$ cat src/rtl/decoder_pkg.sv
// Shared definitions for the one-hot decoder family: default widths,
// occupancy state encoding and the index-to-one-hot decode rule.
package decoder_pkg;

    localparam int IDX_W_DEF = 3;
    localparam int OUT_W_DEF = 2 ** IDX_W_DEF;

    typedef enum logic [1:0] {
        ST_EMPTY = 2'd0,
        ST_ONE   = 2'd1,
        ST_FULL  = 2'd2
    } occ_state_e;

    // One bit of a decoded word: bit `pos` is set only when `idx` selects it
    // and the none flag is clear. Width-independent so any OUT_W can use it.
    function automatic logic onehot_bit(input int unsigned idx,
                                        input logic        none,
                                        input int unsigned pos);
        return !none && (idx == pos);
    endfunction

    // Default-width decode: none ? 0 : (1 << idx).
    function automatic logic [OUT_W_DEF-1:0] decode(input logic [IDX_W_DEF-1:0] idx,
                                                    input logic                 none);
        logic [OUT_W_DEF-1:0] word;
        for (int i = 0; i < OUT_W_DEF; i++) begin
            word[i] = onehot_bit(32'(idx), none, i);
        end
        return word;
    endfunction

endpackage

$ cat src/rtl/skid_buf2.sv
// Two-entry skid buffer: OUT register drives the consumer, SKID catches the
// one extra word accepted while the output is stalled. in_ready and
// out_valid are registered so neither side sees a combinational path.
module skid_buf2
    import decoder_pkg::*;
#(
    parameter int W = 8
) (
    input  logic         clk,
    input  logic         rst,
    input  logic         in_valid,
    output logic         in_ready,
    input  logic [W-1:0] in_data,
    output logic         out_valid,
    input  logic         out_ready,
    output logic [W-1:0] out_data
);

    occ_state_e   state_q, state_d;
    logic         in_ready_q, in_ready_d;
    logic         out_valid_q, out_valid_d;
    logic [W-1:0] out_q, out_d;
    logic [W-1:0] skid_q, skid_d;
    logic         in_xfer;
    logic         out_xfer;

    assign in_xfer  = in_valid && in_ready_q;
    assign out_xfer = out_valid_q && out_ready;

    // Next occupancy and storage contents from the two handshakes.
    always_comb begin
        state_d = state_q;
        out_d   = out_q;
        skid_d  = skid_q;
        unique case (state_q)
            ST_EMPTY: begin
                if (in_xfer) begin
                    out_d   = in_data;
                    state_d = ST_ONE;
                end
            end
            ST_ONE: begin
                if (in_xfer && out_xfer) begin
                    out_d = in_data;
                end else if (in_xfer) begin
                    skid_d  = in_data;
                    state_d = ST_FULL;
                end else if (out_xfer) begin
                    state_d = ST_EMPTY;
                end
            end
            ST_FULL: begin
                // in_ready is low here, so only the drain can happen.
                if (out_xfer) begin
                    out_d   = skid_q;
                    state_d = ST_ONE;
                end
            end
            default: state_d = ST_EMPTY;
        endcase
        // Handshake flags are decoded from the next state so they are
        // already correct in the cycle the state takes effect.
        in_ready_d  = (state_d != ST_FULL);
        out_valid_d = (state_d != ST_EMPTY);
    end

    // State machine and storage registers; reset discards stored words.
    always_ff @(posedge clk) begin
        if (rst) begin
            state_q     <= ST_EMPTY;
            in_ready_q  <= 1'b1;
            out_valid_q <= 1'b0;
            out_q       <= '0;
            skid_q      <= '0;
        end else begin
            state_q     <= state_d;
            in_ready_q  <= in_ready_d;
            out_valid_q <= out_valid_d;
            out_q       <= out_d;
            skid_q      <= skid_d;
        end
    end

    assign in_ready  = in_ready_q;
    assign out_valid = out_valid_q;
    assign out_data  = out_q;

endmodule

$ cat src/rtl/decoder3_8_stream.sv
// Registered index-to-one-hot decoder with valid/ready stream ports.
// Words are decoded on entry, buffered two deep, and every delivered word
// bumps a wrapping debug counter.
module decoder3_8_stream
    import decoder_pkg::*;
#(
    parameter int IDX_W = IDX_W_DEF,
    parameter int CNT_W = 16
) (
    input  logic                  clk,
    input  logic                  rst,
    input  logic                  in_valid,
    output logic                  in_ready,
    input  logic [IDX_W-1:0]      in_idx,
    input  logic                  in_none,
    output logic                  out_valid,
    input  logic                  out_ready,
    output logic [2**IDX_W-1:0]   out_onehot,
    output logic [CNT_W-1:0]      out_count
);

    localparam int OUT_W = 2 ** IDX_W;

    logic [OUT_W-1:0] dec_word;
    logic [CNT_W-1:0] cnt_q, cnt_d;

    // Decode the incoming index; none forces the all-zero word.
    always_comb begin
        dec_word = '0;
        for (int i = 0; i < OUT_W; i++) begin
            dec_word[i] = onehot_bit(32'(in_idx), in_none, i);
        end
    end

    skid_buf2 #(
        .W (OUT_W)
    ) u_skid (
        .clk       (clk),
        .rst       (rst),
        .in_valid  (in_valid),
        .in_ready  (in_ready),
        .in_data   (dec_word),
        .out_valid (out_valid),
        .out_ready (out_ready),
        .out_data  (out_onehot)
    );

    // Count completed output transfers; wraps silently at 2**CNT_W.
    always_comb begin
        cnt_d = cnt_q;
        if (out_valid && out_ready) begin
            cnt_d = cnt_q + CNT_W'(1);
        end
    end

    // Delivered-word counter register.
    always_ff @(posedge clk) begin
        if (rst) begin
            cnt_q <= '0;
        end else begin
            cnt_q <= cnt_d;
        end
    end

    assign out_count = cnt_q;

endmodule

$ cat config.mk
export PLATFORM = sky130hd
export DESIGN_NAME = decoder3_8_stream
export DESIGN_NICKNAME = d
export VERILOG_FILES = /design/src/rtl/decoder_pkg.sv /design/src/rtl/skid_buf2.sv /design/src/rtl/decoder3_8_stream.sv
export SDC_FILE = /design/constraint.sdc
export NUM_CORES = 1
export LEC_CHECK = 0
export BUFFER_PORTS_ARGS = -buffer_cell sky130_fd_sc_hd__buf_2
export CORE_UTILIZATION = 54
export CTS_CLUSTER_SIZE = 16
export DETAILED_ROUTE_END_ITERATION = 12
export PLACE_DENSITY = 0.76
export SYNTH_ARGS = -nofsm -noshare
export SYNTH_HDL_FRONTEND = slang
export SYNTH_HIERARCHICAL = 1
export SYNTH_SLANG_ARGS = --single-unit
$ cat constraint.sdc
create_clock -name clk -period 1.9 [get_ports clk]
set_clock_uncertainty 0.2 [all_clocks]
set_input_delay 0 -clock clk [delete_from_list [all_inputs] [get_ports clk]]
set_output_delay 0 -clock clk [all_outputs]
set_load 0.05 [all_outputs]
==> results.sh, run 1 <==
export IMPL_crit_type="in2reg"
export IMPL_clk_latency_ps=340
export IMPL_grt_pass1_wl_um=6872
export IMPL_final_common_cell="buf_2"
export IMPL_overflow=0
export IMPL_slew_violations=0
export IMPL_cp_arrival_ps=1880
export IMPL_hold_path_depth=2
export IMPL_outcome="finished, final reports clean"
export IMPL_synth_area_um2=1790
export IMPL_postRouteAntennaNets=0
export IMPL_mostFrequentLayoutCells="buf_2, dfxtp_1, nor2_1"
export IMPL_seq_area_um2=735.7
export IMPL_final_util=0.6871
export IMPL_max_freq_mhz=553.3
export IMPL_rows=20
export IMPL_wire_per_inst_um=14.55
export IMPL_num_vias=1616
export IMPL_grtUsageTotal=0.2581
export IMPL_synth_edf_count=0
export IMPL_routed_wl_um=4073
export IMPL_required_ps=1970
export IMPL_core_area_um2=3103
export IMPL_min_path_type="reg2reg"
export IMPL_finalSetupViolCount=0
export IMPL_dr_pass1_iters=4
export IMPL_ys_seq_area_frac=0.4025
export IMPL_power_leakage_nw=0.8664
export IMPL_grt_max_degree=21
export IMPL_syn_avg_cell_area_um2=9.325
export IMPL_fp_dieW_um=59.58
export IMPL_cts_buffer_depth=2
export IMPL_cap_violations=0
export IMPL_syn_nets=201
export IMPL_nFillCells=273
export IMPL_final_cells=280
export IMPL_worst_pin_slew_ps=566.0
export IMPL_drc=0
export IMPL_io_buffers=33
export IMPL_final_nets=244
export IMPL_cts_htree_levels=2
export IMPL_fin_tns_setup_ps=0
export IMPL_ys_ff_latch=36
export IMPL_multi_input_area_um2=977.2
export IMPL_hold_viol_final=0
export IMPL_via_per_inst=5.771
export IMPL_cts_tree="built"
export IMPL_synthArstFlopShare=0
export IMPL_p_per_area_nw_per_um2=757.0
export IMPL_slew_headroom=0.6227
export IMPL_dpl_cell_count=262
export IMPL_cts_clk_slew_worst_paths_ps=120
export IMPL_final_area_um2=2132
export IMPL_synth_top_flop_cell="dfxtp_1"
export IMPL_start_util=0.5770
export IMPL_grt_pass1_vias=1489
export IMPL_root_buffer="clkbuf_4"
export IMPL_vdd_drop_max_mv=0.5163
export IMPL_ios=34
export IMPL_drive_above_1_share=0.3178
export IMPL_min_period_over_period=0.9512
export IMPL_critPathMaxFanout=5
export IMPL_yosys_warnings=6
export IMPL_antenna_cells=0
export IMPL_gp_congestion=0.8202
export IMPL_dieArea_um2=3550
export IMPL_crit_path_end_kind="flop"
export IMPL_worstRegToRegCells=3
export IMPL_dpl_cell_area_um2=1959
export IMPL_period_needed_ps=1807
export IMPL_cts_buffers_inserted=5
export IMPL_ys_types=44
export IMPL_worstSetupStartpointType="input pin"
export IMPL_cts_sinks=36
export IMPL_grt_antenna_before_repair=0
export IMPL_die_h_um=59.58
export IMPL_hpwlAfterDp_um=2712
export IMPL_drtIter0Drc=97
export IMPL_synthCells=192
export IMPL_syn_to_final_growth_pct=19.08
export IMPL_rsz0062_at_grt="no"
[cell usage after synthesis, types with 2 or more instances]
cell / n / share of area
nor3_1: 8 / 0.022
nand3_1: 12 / 0.034
nand4_1: 2 / 0.0070
o21ai_0: 9 / 0.025
a211oi_1: 11 / 0.046
nor2_1: 21 / 0.044
a211oi_2: 5 / 0.035
inv_1: 4 / 0.0084
nand2b_1: 5 / 0.017
a31o_2: 2 / 0.0098
buf_6: 3 / 0.019
xor2_1: 2 / 0.0098
nand2_1: 8 / 0.017
a21oi_1: 12 / 0.034
nor4_1: 4 / 0.014
clkbuf_1: 4 / 0.0084
dfxtp_1: 36 / 0.40
xnor2_1: 9 / 0.044
mux2i_1: 8 / 0.045
nand3_2: 2 / 0.011
nand4_2: 2 / 0.014
[repair_timing]
| action | in CTS | in global routing |
|---|---|---|
| resized for setup | 0 | 2 |
| setup buffers | 0 | 0 |
| hold buffers | 10 | 0 |
| endpoints found under the hold margin | 33 | 0 |
| setup endpoints to repair | 0 | 3 |
[metal layers]
layer	GRT usage	wire length, um	up-vias
met2	0.4238	1990	46
met4	0.09302	24	0
met5	0	0	-
li1	-	-	787
met1	0.3365	1893	781
met3	0.05022	164	2
[cells by family (layout without fill, tap and decap cells)]
kind of cell	Yosys count	count (layout)	share of synthesized area
fa+ha+maj	1	1	0.006987
simple gates	74	74	0.2264
flops	36	36	0.4025
xor+xnor	11	11	0.05381
buf+inv	14	58	0.05799
mux	9	9	0.05101
compound gates	47	47	0.2013
[stage by stage]
| step | power [mW] | hold WS, ps | setup WS [ps] |
|---|---|---|---|
| global route | 1.684 | 305.7 | 5.509 |
| CTS | 1.615 | 281.0 | 58.69 |
| detailed placement | 1.175 | 165.6 | 248.5 |
| floorplan | 1.117 | -88.49 | 37.36 |
| global placement | 1.164 | 152.7 | 287.3 |
| finish | 1.614 | 286.6 | 92.69 |
[path summary, 6_finish.rpt]
kind / from / end / slack [ps]
min: u_skid/skid_q[6]$_SDFFE_PP0P_ / u_skid/skid_q[6]$_SDFFE_PP0P_ / 290
min reg2reg: u_skid/skid_q[6]$_SDFFE_PP0P_ / u_skid/skid_q[6]$_SDFFE_PP0P_ / 290
max: in_none / u_skid/out_data[0]$_SDFFE_PP0P_ / 90
max reg2reg: u_skid/out_valid$_SDFF_PP0_ / u_skid/out_data[7]$_SDFFE_PP0P_ / 180
[sequential cells by signal, indices dropped and copies added, names as in the netlist]
signal	count
out_count	16
u_skid/out_data	8
u_skid/skid_q	8
u_skid/state_q	2
u_skid/in_ready	1
u_skid/out_valid	1
[power breakdown]
| part | switching, mW | internal, mW |
|---|---|---|
| combinational | 0.241 | 0.113 |
| clock | 0.259 | 0.176 |
| sequential | 0.0347 | 0.789 |
| total | 0.535 | 1.08 |
[cell type report]
| cell class | count | area share |
|---|---|---|
| clock buffers | 6 | 0.02406 |
| clock inverters | 2 | 0.004695 |
| inverters | 4 | 0.007042 |
| multi-input cells | 142 | 0.4583 |
| flip-flops and latches | 36 | 0.3451 |
| well taps | 44 | 0.02582 |
| repair buffers | 46 | 0.1350 |
[critical path, cell delays in order]
cell,delay (ps)
dlygate4sd3_1,530
buf_2,160
nor4_2,260
dlygate4sd3_1,620
mux2i_1,80
a211oi_1,220
Note: power is estimated with default switching activity, not from simulation.
==> inputs of run 2 (changes only) <==
--- a/config.mk
+++ b/config.mk
@@ -5,10 +5,10 @@
 export SDC_FILE = /design/constraint.sdc
 export NUM_CORES = 1
 export LEC_CHECK = 0
-export BUFFER_PORTS_ARGS = -buffer_cell sky130_fd_sc_hd__buf_2
-export CORE_UTILIZATION = 54
+export CORE_UTILIZATION = 62
 export CTS_CLUSTER_SIZE = 16
 export DETAILED_ROUTE_END_ITERATION = 12
+export DONT_BUFFER_PORTS = 1
 export PLACE_DENSITY = 0.76
 export SYNTH_ARGS = -nofsm -noshare
 export SYNTH_HDL_FRONTEND = slang
==> run 2 against run 1 <==
Maximum frequency fell by 0.65%. Largest cell class unchanged. Highest routed layer unchanged. Global-route usage rose by 0.34 points. Sequential share of layout area fell by 0.16 points. First-iteration DRC count fell by 29%. Hold slack got worse by 260 ps. Non-clock buffer count fell by 8. Critical endpoint is now u_skid/out_data[1]$_SDFFE_PP0P_. Core utilization rose by 9.0 points. Combinational power rose by 5%. Cell count fell by 7.5%.
==> results.sh, run 2 (synthesized netlist as in run 1, its figures left out) <==
export IMPL_rsz0062_at_grt="no"
export IMPL_wl_met2_um=2126
export IMPL_slew_headroom=0.6457
export IMPL_power_leakage_nw=0.8258
export IMPL_largest_reg_flops=16
export IMPL_outcome="finished, final reports clean"
export IMPL_max_freq_mhz=549.7
export IMPL_power_frac_comb=0.230
export IMPL_min_path_type="in2reg"
export IMPL_cts_tree="built"
export IMPL_finalSetupViolCount=0
export IMPL_root_buffer="clkbuf_4"
export IMPL_dr_pass1_iters=5
export IMPL_cts_htree_levels=2
export IMPL_netSwitchingPower_mw=0.5114
export IMPL_mostFrequentLayoutCells="buf_4, dfxtp_1, nor2_1"
export IMPL_start_util=0.6493
export IMPL_cts_buffers_inserted=5
export IMPL_postRouteAntennaNets=0
export IMPL_p_per_area_nw_per_um2=752.2
export IMPL_dpl_cell_count=240
export IMPL_drtIter0Drc=69
export IMPL_io_buffers=0
export IMPL_top_layer="met4"
export IMPL_cts_clk_slew_worst_paths_ps=100
export IMPL_routed_wl_um=3952
export IMPL_final_nets=236
export IMPL_grt_pass1_vias=1486
export IMPL_ios=34
export IMPL_crit_path_end_kind="flop"
export IMPL_die_h_um=55.74
export IMPL_min_period_over_period=0.9574
export IMPL_drc=0
export IMPL_clk_latency_ps=330
export IMPL_fp_dieW_um=55.74
export IMPL_core_area_um2=2758
export IMPL_syn_to_final_growth_pct=19.64
export IMPL_p_sw_frac=0.3174
export IMPL_crit_type="in2reg"
export IMPL_clockPowerShare=0.264
export IMPL_power_frac_seq=0.506
export IMPL_num_vias=1574
export IMPL_grt_max_degree=40
export IMPL_grt_antenna_before_repair=0
export IMPL_hold_viol_final=0
export IMPL_cts_sinks=36
export IMPL_cp_arrival_ps=1880
export IMPL_worstSetupStartpointType="input pin"
export IMPL_grt_pass1_wl_um=6479
export IMPL_intPower_mw=1.100
export IMPL_slew_violations=0
export IMPL_antenna_cells=0
export IMPL_overflow=0
export IMPL_period_needed_ps=1819
export IMPL_met3_wirelength_um=211
export IMPL_drt_met1_wl_um=1558
export IMPL_fin_tns_setup_ps=0
export IMPL_worst_pin_slew_ps=530.8
export IMPL_grtUsageTotal=0.2615
export IMPL_hpwlAfterDp_um=2672
export IMPL_cts_buffer_depth=2
export IMPL_cap_violations=0
export IMPL_cts_setup_buffers=0
export IMPL_critPathMaxFanout=5
export IMPL_final_common_cell="buf_4"
export IMPL_dieArea_um2=3107
export IMPL_via_per_inst=6.077
export IMPL_required_ps=1960
export IMPL_wire_per_inst_um=15.26
export IMPL_rows=19
export IMPL_vdd_drop_max_mv=0.6835
export IMPL_drive_above_1_share=0.2807
export IMPL_final_util=0.7768
export IMPL_gp_congestion=0.8185
export IMPL_final_cells=259
==> run 2: changes by cell type in the layout (fill, tap and decap cells not counted), sizes merged <==
| cell | before | now |
|---|---|---|
| buf | 36 | 28 |
| clkbuf | 6 | 8 |
| clkinv | 2 | 0 |
==> run 2: what timing repair did <==
action | 4_1_cts | 5_1_grt
endpoints found under the setup margin | 0 | 1
hold buffers | 11 | 0
endpoints found under the hold margin | 36 | 0
resized for setup | 0 | 1
==> run 2: per-stage QoR <==
stage | setup WS, ps | hold slack (ps) | total power, mW | cell area (um2)
6_report | 80.89 | 27.04 | 1.611 | 2142
3_5_place_dp | 266.2 | -141.1 | 1.159 | 1958
2_1_floorplan | 37.36 | -88.49 | 1.117 | 1805
5_1_grt | 4.730 | 65.85 | 1.676 | 2142
4_1_cts | 137.8 | 20.06 | 1.619 | 2137
3_3_place_gp | 312.2 | -141.7 | 1.148 | 1958
==> run 2: cell type report <==
class	count	area, um2
Clock buffer	8	58.81
Fill cell	196	615.6
Timing Repair Buffer	38	322.8
Sequential cell	36	735.7
Multi-Input combinational cell	142	970.9
Inverter	4	15.01
Tap cell	31	38.79
==> run 2: path summary, 6_finish.rpt <==
| path | start | endpoint | slack (ps) | cells past startpoint |
|---|---|---|---|---|
| min reg2reg | u_skid/skid_q[3]$_SDFFE_PP0P_ | u_skid/skid_q[3]$_SDFFE_PP0P_ | 280 | 2 |
| min | in_valid | u_skid/skid_q[3]$_SDFFE_PP0P_ | 30 | 3 |
| max | in_idx[0] | u_skid/out_data[1]$_SDFFE_PP0P_ | 80 | 6 |
| max reg2reg | u_skid/out_valid$_SDFF_PP0_ | out_count[11]$_SDFFE_PP0P_ | 220 | 4 |
==> run 2: power by group through the flow <==
stage | Sequential, mW | Clock, mW | Combinational (mW)
after floorplan | 0.933 | 0 | 0.184
after global placement | 0.829 | 0 | 0.318
after detailed placement | 0.833 | 0 | 0.327
after CTS | 0.815 | 0.437 | 0.367
after global routing | 0.820 | 0.462 | 0.393
final | 0.815 | 0.425 | 0.371
==> run 2: worst max-delay path, cell delays in order <==
cell           delay (ps)
dlygate4sd3_1         660
nand2b_1              100
nor3_1                170
dlygate4sd3_1         620
mux2i_1                90
a211oi_1              230
==> run 2: per-layer routing <==
metal / vias to the layer above / global-route usage
li1: 778 / -
met1: 744 / 0.2887
met2: 46 / 0.4750
met3: 6 / 0.07209
met4: 0 / 0.09643
met5: - / 0
